## src/rtl/bias_upd_pkg.sv

```systemverilog
// Shared widths and FSM encoding for the bias update controller.
package bias_upd_pkg;
    localparam int DWIDTH = 16;
    localparam int AWIDTH = 10;
    localparam int NMAX   = 16;
    localparam int IDXW   = 4;   // neuron index width, covers 0..NMAX-1

    typedef enum logic [2:0] {
        IDLE,
        READ,
        WAIT,
        CALC,
        WRITE,
        DONE
    } state_t;
endpackage

```

## src/rtl/bias_update_ctrl_if.sv

```systemverilog
// Bias BRAM port bundle: controller drives address/write side, memory returns read data.
interface bias_update_ctrl_if #(
    parameter int AWIDTH = 10,
    parameter int DWIDTH = 16
);
    logic [AWIDTH-1:0] bram_addr;
    logic              bram_we;
    logic [DWIDTH-1:0] bram_din;
    logic [DWIDTH-1:0] bram_dout;

    modport master (output bram_addr, output bram_we, output bram_din, input bram_dout);
    modport slave  (input bram_addr, input bram_we, input bram_din, output bram_dout);
endinterface

```

## src/rtl/bias_index_counter.sv

```systemverilog
// Neuron index generator: holds the pass base/count, walks the index and
// produces the wrapped bias address plus a last-neuron flag.
module bias_index_counter
    import bias_upd_pkg::*;
#(
    parameter int AWIDTH = bias_upd_pkg::AWIDTH
) (
    input  logic              clk,
    input  logic              rst,
    input  logic              clr,
    input  logic              inc,
    input  logic [AWIDTH-1:0] base_in,
    input  logic [4:0]        n_in,
    output logic [IDXW-1:0]   idx,
    output logic [AWIDTH-1:0] addr,
    output logic              last
);
    logic [AWIDTH-1:0] base_q;
    logic [4:0]        n_q;
    logic [IDXW-1:0]   idx_q;

    // Latch pass parameters on clear, otherwise step the index on request.
    always_ff @(posedge clk or posedge rst) begin
        if (rst) begin
            base_q <= '0;
            n_q    <= '0;
            idx_q  <= '0;
        end else if (clr) begin
            base_q <= base_in;
            n_q    <= n_in;
            idx_q  <= '0;
        end else if (inc) begin
            idx_q  <= idx_q + 1'b1;
        end
    end

    // Address wraps naturally in AWIDTH bits.
    always_comb begin
        idx  = idx_q;
        addr = base_q + AWIDTH'(idx_q);
        last = (5'(idx_q) == (n_q - 5'd1));
    end
endmodule

```

## src/rtl/bias_update_ctrl.sv

```systemverilog
// Bias update sequencer: for each neuron reads bias and delta, hands them to
// the external calculation stage, then writes the returned bias back in place.
module bias_update_ctrl
    import bias_upd_pkg::*;
#(
    parameter int DWIDTH       = bias_upd_pkg::DWIDTH,
    parameter int AWIDTH       = bias_upd_pkg::AWIDTH,
    parameter int HiddenNeuron = bias_upd_pkg::NMAX
) (
    input  logic               clk,
    input  logic               rst,
    input  logic               start,
    input  logic [4:0]         n_neurons,
    input  logic [AWIDTH-1:0]  base_addr,
    output logic [3:0]         delta_addr,
    input  logic [DWIDTH-1:0]  delta_in,
    bias_update_ctrl_if.master bram,
    output logic [DWIDTH-1:0]  calc_delta,
    output logic [DWIDTH-1:0]  calc_bias,
    output logic               en_b_back,
    input  logic [DWIDTH-1:0]  new_bias,
    output logic               busy,
    output logic               done
);
    state_t            state_q, state_d;
    logic [DWIDTH-1:0] bias_q, delta_q;
    logic [4:0]        n_eff;
    logic              cnt_clr, cnt_inc, cnt_last;
    logic [IDXW-1:0]   idx;
    logic [AWIDTH-1:0] addr;

    assign n_eff = (n_neurons > 5'(HiddenNeuron)) ? 5'(HiddenNeuron) : n_neurons;

    bias_index_counter #(.AWIDTH(AWIDTH)) u_cnt (
        .clk     (clk),
        .rst     (rst),
        .clr     (cnt_clr),
        .inc     (cnt_inc),
        .base_in (base_addr),
        .n_in    (n_eff),
        .idx     (idx),
        .addr    (addr),
        .last    (cnt_last)
    );

    // State register.
    always_ff @(posedge clk or posedge rst) begin
        if (rst) state_q <= IDLE;
        else     state_q <= state_d;
    end

    // Capture BRAM and delta read data, which land one cycle after READ.
    always_ff @(posedge clk or posedge rst) begin
        if (rst) begin
            bias_q  <= '0;
            delta_q <= '0;
        end else if (state_q == WAIT) begin
            bias_q  <= bram.bram_dout;
            delta_q <= delta_in;
        end
    end

    // Next-state and output decode; all outputs are idle-zero outside their state,
    // so an async reset clears them immediately.
    always_comb begin
        state_d        = state_q;
        cnt_clr        = 1'b0;
        cnt_inc        = 1'b0;
        bram.bram_addr = '0;
        bram.bram_we   = 1'b0;
        bram.bram_din  = '0;
        delta_addr     = '0;
        calc_bias      = '0;
        calc_delta     = '0;
        en_b_back      = 1'b0;
        done           = 1'b0;
        busy           = (state_q != IDLE);
        case (state_q)
            IDLE: if (start) begin
                cnt_clr = 1'b1;
                state_d = (n_eff == 5'd0) ? DONE : READ;
            end
            READ: begin
                bram.bram_addr = addr;
                delta_addr     = 4'(idx);
                state_d        = WAIT;
            end
            WAIT: state_d = CALC;
            CALC: begin
                calc_bias  = bias_q;
                calc_delta = delta_q;
                en_b_back  = 1'b1;
                state_d    = WRITE;
            end
            WRITE: begin
                bram.bram_addr = addr;
                bram.bram_we   = 1'b1;
                bram.bram_din  = new_bias;
                if (cnt_last) begin
                    state_d = DONE;
                end else begin
                    cnt_inc = 1'b1;
                    state_d = READ;
                end
            end
            DONE: begin
                done    = 1'b1;
                state_d = IDLE;
            end
            default: state_d = IDLE;
        endcase
    end
endmodule
```

## src/flat_wrapper.sv

```systemverilog
// flat-port wrapper written by rule: the top's interface ports become plain ports
module bias_update_ctrl_flat import bias_upd_pkg::*;
#(
    parameter int DWIDTH       = bias_upd_pkg::DWIDTH,
    parameter int AWIDTH       = bias_upd_pkg::AWIDTH,
    parameter int HiddenNeuron = bias_upd_pkg::NMAX
)
  (clk, rst, start, n_neurons, base_addr, delta_addr, delta_in, calc_delta, calc_bias, en_b_back, new_bias, busy, done, bram_bram_addr, bram_bram_we, bram_bram_din, bram_bram_dout);
  bias_update_ctrl_if #(.AWIDTH(AWIDTH), .DWIDTH(DWIDTH)) bram_i ();
  input  logic clk;
  input  logic rst;
  input  logic start;
  input  logic [4:0] n_neurons;
  input  logic [AWIDTH-1:0] base_addr;
  output logic [3:0] delta_addr;
  input  logic [DWIDTH-1:0] delta_in;
  output logic [DWIDTH-1:0] calc_delta;
  output logic [DWIDTH-1:0] calc_bias;
  output logic en_b_back;
  input  logic [DWIDTH-1:0] new_bias;
  output logic busy;
  output logic done;
  output wire logic [$bits(bram_i.bram_addr)-1:0] bram_bram_addr;
  output wire logic [$bits(bram_i.bram_we)-1:0] bram_bram_we;
  output wire logic [$bits(bram_i.bram_din)-1:0] bram_bram_din;
  input wire logic [$bits(bram_i.bram_dout)-1:0] bram_bram_dout;
  assign bram_bram_addr = bram_i.bram_addr;
  assign bram_bram_we = bram_i.bram_we;
  assign bram_bram_din = bram_i.bram_din;
  assign bram_i.bram_dout = bram_bram_dout;
  bias_update_ctrl #(.DWIDTH(DWIDTH), .AWIDTH(AWIDTH), .HiddenNeuron(HiddenNeuron)) u_core (.clk(clk), .rst(rst), .start(start), .n_neurons(n_neurons), .base_addr(base_addr), .delta_addr(delta_addr), .delta_in(delta_in), .bram(bram_i), .calc_delta(calc_delta), .calc_bias(calc_bias), .en_b_back(en_b_back), .new_bias(new_bias), .busy(busy), .done(done));
endmodule
```

## config.mk

```make
export PLATFORM = sky130hd
export DESIGN_NAME = bias_update_ctrl_flat
export DESIGN_NICKNAME = d
export VERILOG_FILES = /design/src/rtl/bias_upd_pkg.sv /design/src/rtl/bias_update_ctrl_if.sv /design/src/rtl/bias_index_counter.sv /design/src/rtl/bias_update_ctrl.sv /design/src/flat_wrapper.sv
export SDC_FILE = /design/constraint.sdc
export NUM_CORES = 1
export LEC_CHECK = 0
export ABC_CLOCK_PERIOD_IN_PS = 2200
export CORE_MARGIN = 1.5
export CORE_UTILIZATION = 42
export DETAILED_ROUTE_END_ITERATION = 8
export HOLD_SLACK_MARGIN = 0.03
export PLACE_DENSITY = 0.85
export SLEW_MARGIN = 20
export SYNTH_ARGS = -nofsm -noshare
export SYNTH_HDL_FRONTEND = slang
export SYNTH_SLANG_ARGS = --single-unit
```

## constraint.sdc

```tcl
create_clock -name clk -period 2.2 [get_ports clk]
set_input_delay 0.44 -clock clk [delete_from_list [all_inputs] [get_ports clk]]
set_output_delay 0.44 -clock clk [all_outputs]
set_load 0.1 [all_outputs]
```

==> impl_metrics.ini <==
[status]
status = finished, violations left
violations = negative setup slack

[logic_synthesis]
synth_top_cell_by_area = dfrtp_1
yosysWarnings = 0
ys_seq_area_share_pct = 45.6
syn_avg_cell_area_um2 = 11.1
synthCells = 267
synth_edf_count = 0
synth_area_um2 = 2960
synth_fp_nets = 340
synth_flop_cell = dfrtp_1
synth_cell_types = 43
ys_ff_latch = 54
async_reset_ff_share_pct = 100
synthTopCellsByArea = dfrtp_1, mux2_2, and2_1
synth_top_area_share_pct = 45.6

[clock_network]
cts_max_path_buffers = 2
cts_made_buffers = 5
clock_sinks = 54
cts_root_buf = clkbuf_8
clk-insertion-delay-late_ns = 0.30
cts_tree = yes
hold_buffers = 0
htree_levels = 2
cts.clk_slew.worst_paths_ns = 0.10

[route]
met3WireLength_um = 813
wl_met1_mm = 2.94
drt_iter0_drc = 73
post_drt_wl_per_cell_um = 15.8
ant_nets = 0
routed_wl_mm = 8.02
route.met2.wl_mm = 4.12
num_vias = 2527
avgViaCountPerCell = 4.98
drt_first_pass_iters = 4
top_layer = met4
drc = 0

[power_and_ir_drop]
switching_share_pct = 50.1
seqPwrFrac_pct = 20.7
p_leak_nw = 2.33
netSwitchingPower_mw = 4.39
p_per_area_nw_per_um2 = 1580
p_comb_share_pct = 71.7
peakVddDrop_mv = 0.894
clkPwrFrac_pct = 7.6
p_int_mw = 4.36

[cells_and_area]
multiInputGateArea_um2 = 1740
fin_cells = 507
num_antenna_cells = 0
regArea_um2 = 1350
stdcell_area_um2 = 5530
synthToLayoutAreaGrowth_pct = 86.8
nNetsFinal = 483
fillCellCount = 391
final_util_pct = 81.4
drive_above_1_share_pct = 48.2

[floorplan]
io_pins = 132
fp.dieH_um = 87.0
core_um2 = 6790
die_area_um2 = 7560
std_cell_rows = 30
die_w_um = 87.0
start_util_pct = 43.6

[timing]
slew_viol_final = 0
rsz0062_at_grt = yes
setup_viol = 8
period_share_pct = 117
worst_pin_slew_ns = 0.450
hold_viol = 0
setup_ws_ns = -0.379
tns_ns = -2.38
fmax_mhz = 388
finalClockSkew_ns = 0.00509
min_period_ns = 2.58
slew-limit-headroom_pct = 69.9

[grt]
grt_pass1_vias = 2635
grt_max_degree = 36
antenna_found_initial = 0
grtUsageTotal_pct = 21.7
grt_first_pass_wirelength_mm = 12.7
grt_overflow = 0

[place]
post-dp-hpwl_mm = 6.12
globalplace.congestion = 0.763
postPlaceCellArea_um2 = 5310
dp_cells = 495
port-buffer-count = 131

[critical_path]
critPathRequiredTime_ns = 1.76
cp_data_arrival_time_ns = 2.14
path_class = reg -> out
critPathLaunchType = flip-flop
reg2reg_slack_ns = 0.41
critical_path.max_fanout = 3
endpoint_kind = primary output

[run]
maxCapViolCount = 0

[worst_hold_path]
hold_path_class = in -> async
## timing repair
item	in CTS	in global routing
gates resized for setup	10	6
gates cloned	0	1
setup buffers	2	3
pin swaps	8	14
setup endpoints to repair	26	25
## placed cells by master, fill, tap and decap left out, types with 5 or more instances in the layout
cell type        netlist  routed
a21oi_4                0       6
and2_1                48      23
and2_2                 0      17
and2_4                 0       8
and3_1                 6       6
buf_12                 0      70
buf_4                  4      13
clkbuf_8               0       5
clkdlybuf4s50_1        0      65
dfrtp_1               54      53
ha_1                   6       5
inv_1                  9       7
mux2_2                41      41
nand2_1                9       9
nand2b_1               6       6
nor2_4                 1       6
o21ai_0                9       5
## metrics by stage
step | hold WS, ns | setup slack (ns) | power (mW)
finish | 0.455 | -0.379 | 8.75
global route | 0.507 | -0.500 | 9.11
CTS | 0.480 | -0.334 | 8.75
detailed placement | 0.469 | -0.110 | 7.96
global placement | 0.464 | -0.0631 | 7.80
floorplan | 0.449 | -0.260 | 5.88
## final timing paths
path | start | end | cells after the start
max | u_core.u_cnt.idx[0] | bram_bram_addr[6] | 9
min | rst | u_core.delta_q[0] | 2
max reg2reg | u_core.u_cnt.n_q[0] | u_core.u_cnt.idx[1] | 7
min reg2reg | u_core.bias_q[9] | u_core.bias_q[9] | 1
max in group asynchronous | rst | u_core.u_cnt.idx[1] | 3
min in group clk | u_core.bias_q[9] | u_core.bias_q[9] | 1
## state kept, by name, indices dropped and copies added, names as in the netlist
name,cells
u_core.u_cnt.base_q,10
u_core.u_cnt.n_q,5
u_core.u_cnt.idx,4
u_core.state_q,3
u_core.bias_q,16
u_core.delta_q,16
## layout make-up
| cell class | instances | area share (%) |
|---|---|---|
| flip-flops and latches | 54 | 24.4 |
| well taps | 96 | 2.17 |
| inverters | 9 | 0.611 |
| multi-input cells | 190 | 31.5 |
| repair buffers | 150 | 39.3 |
| clock buffers | 6 | 1.31 |
| clock inverters | 2 | 0.678 |
## cells by family (layout without fill, tap and decap cells)
kind of cell / Yosys count / in the layout / share of synthesized area, %
simple gates: 104 / 104 / 21.7
mux: 46 / 46 / 17.4
xor+xnor: 9 / 9 / 2.66
compound gates: 24 / 24 / 5.62
fa+ha+maj: 7 / 7 / 3.21
buf+inv: 23 / 167 / 3.80
flops: 54 / 54 / 45.6
## metal layers
| metal | track usage [%] | vias up |
|---|---|---|
| met5 | 0 | - |
| met4 | 6.30 | 0 |
| met3 | 7.39 | 13 |
| met2 | 39.7 | 121 |
| met1 | 23.6 | 1201 |
| li1 | - | 1192 |
## cell usage after synthesis, types with 2 or more instances
| library cell | instances |
|---|---|
| inv_1 | 9 |
| clkbuf_1 | 6 |
| buf_4 | 4 |
| and2_1 | 48 |
| ha_1 | 6 |
| nor2b_1 | 3 |
| nand2b_1 | 6 |
| nand2_1 | 9 |
| nor2_1 | 6 |
| and3_1 | 6 |
| a21o_1 | 3 |
| mux2_2 | 41 |
| o21ai_0 | 9 |
| and3b_1 | 2 |
| nor3_1 | 5 |
| dfrtp_1 | 54 |
| or3_1 | 4 |
| mux2i_1 | 3 |
| xnor2_1 | 7 |
| a21oi_2 | 2 |
| mux2_1 | 2 |
| buf_2 | 2 |
| nand3_1 | 4 |
| xor2_1 | 2 |
| a21oi_1 | 6 |
## critical path, cell delays in order, from the launching register on
cell	delay [ns]
dfrtp_1	0.37
ha_2	0.20
inv_2	0.04
fa_2	0.38
nor2b_4	0.15
o21ai_4	0.09
a21oi_2	0.21
xnor2_2	0.11
nor2_4	0.11
buf_12	0.18
## power by group through the flow
stage / registers (mW) / clock network, mW / logic [mW]
global placement: 1.77 / 0 / 6.03
detailed placement: 1.83 / 0 / 6.13
finish: 1.81 / 0.661 / 6.28
CTS: 1.82 / 0.677 / 6.26
global route: 1.87 / 0.713 / 6.53
floorplan: 1.72 / 0 / 4.16
(Power assumes the default switching activity.)
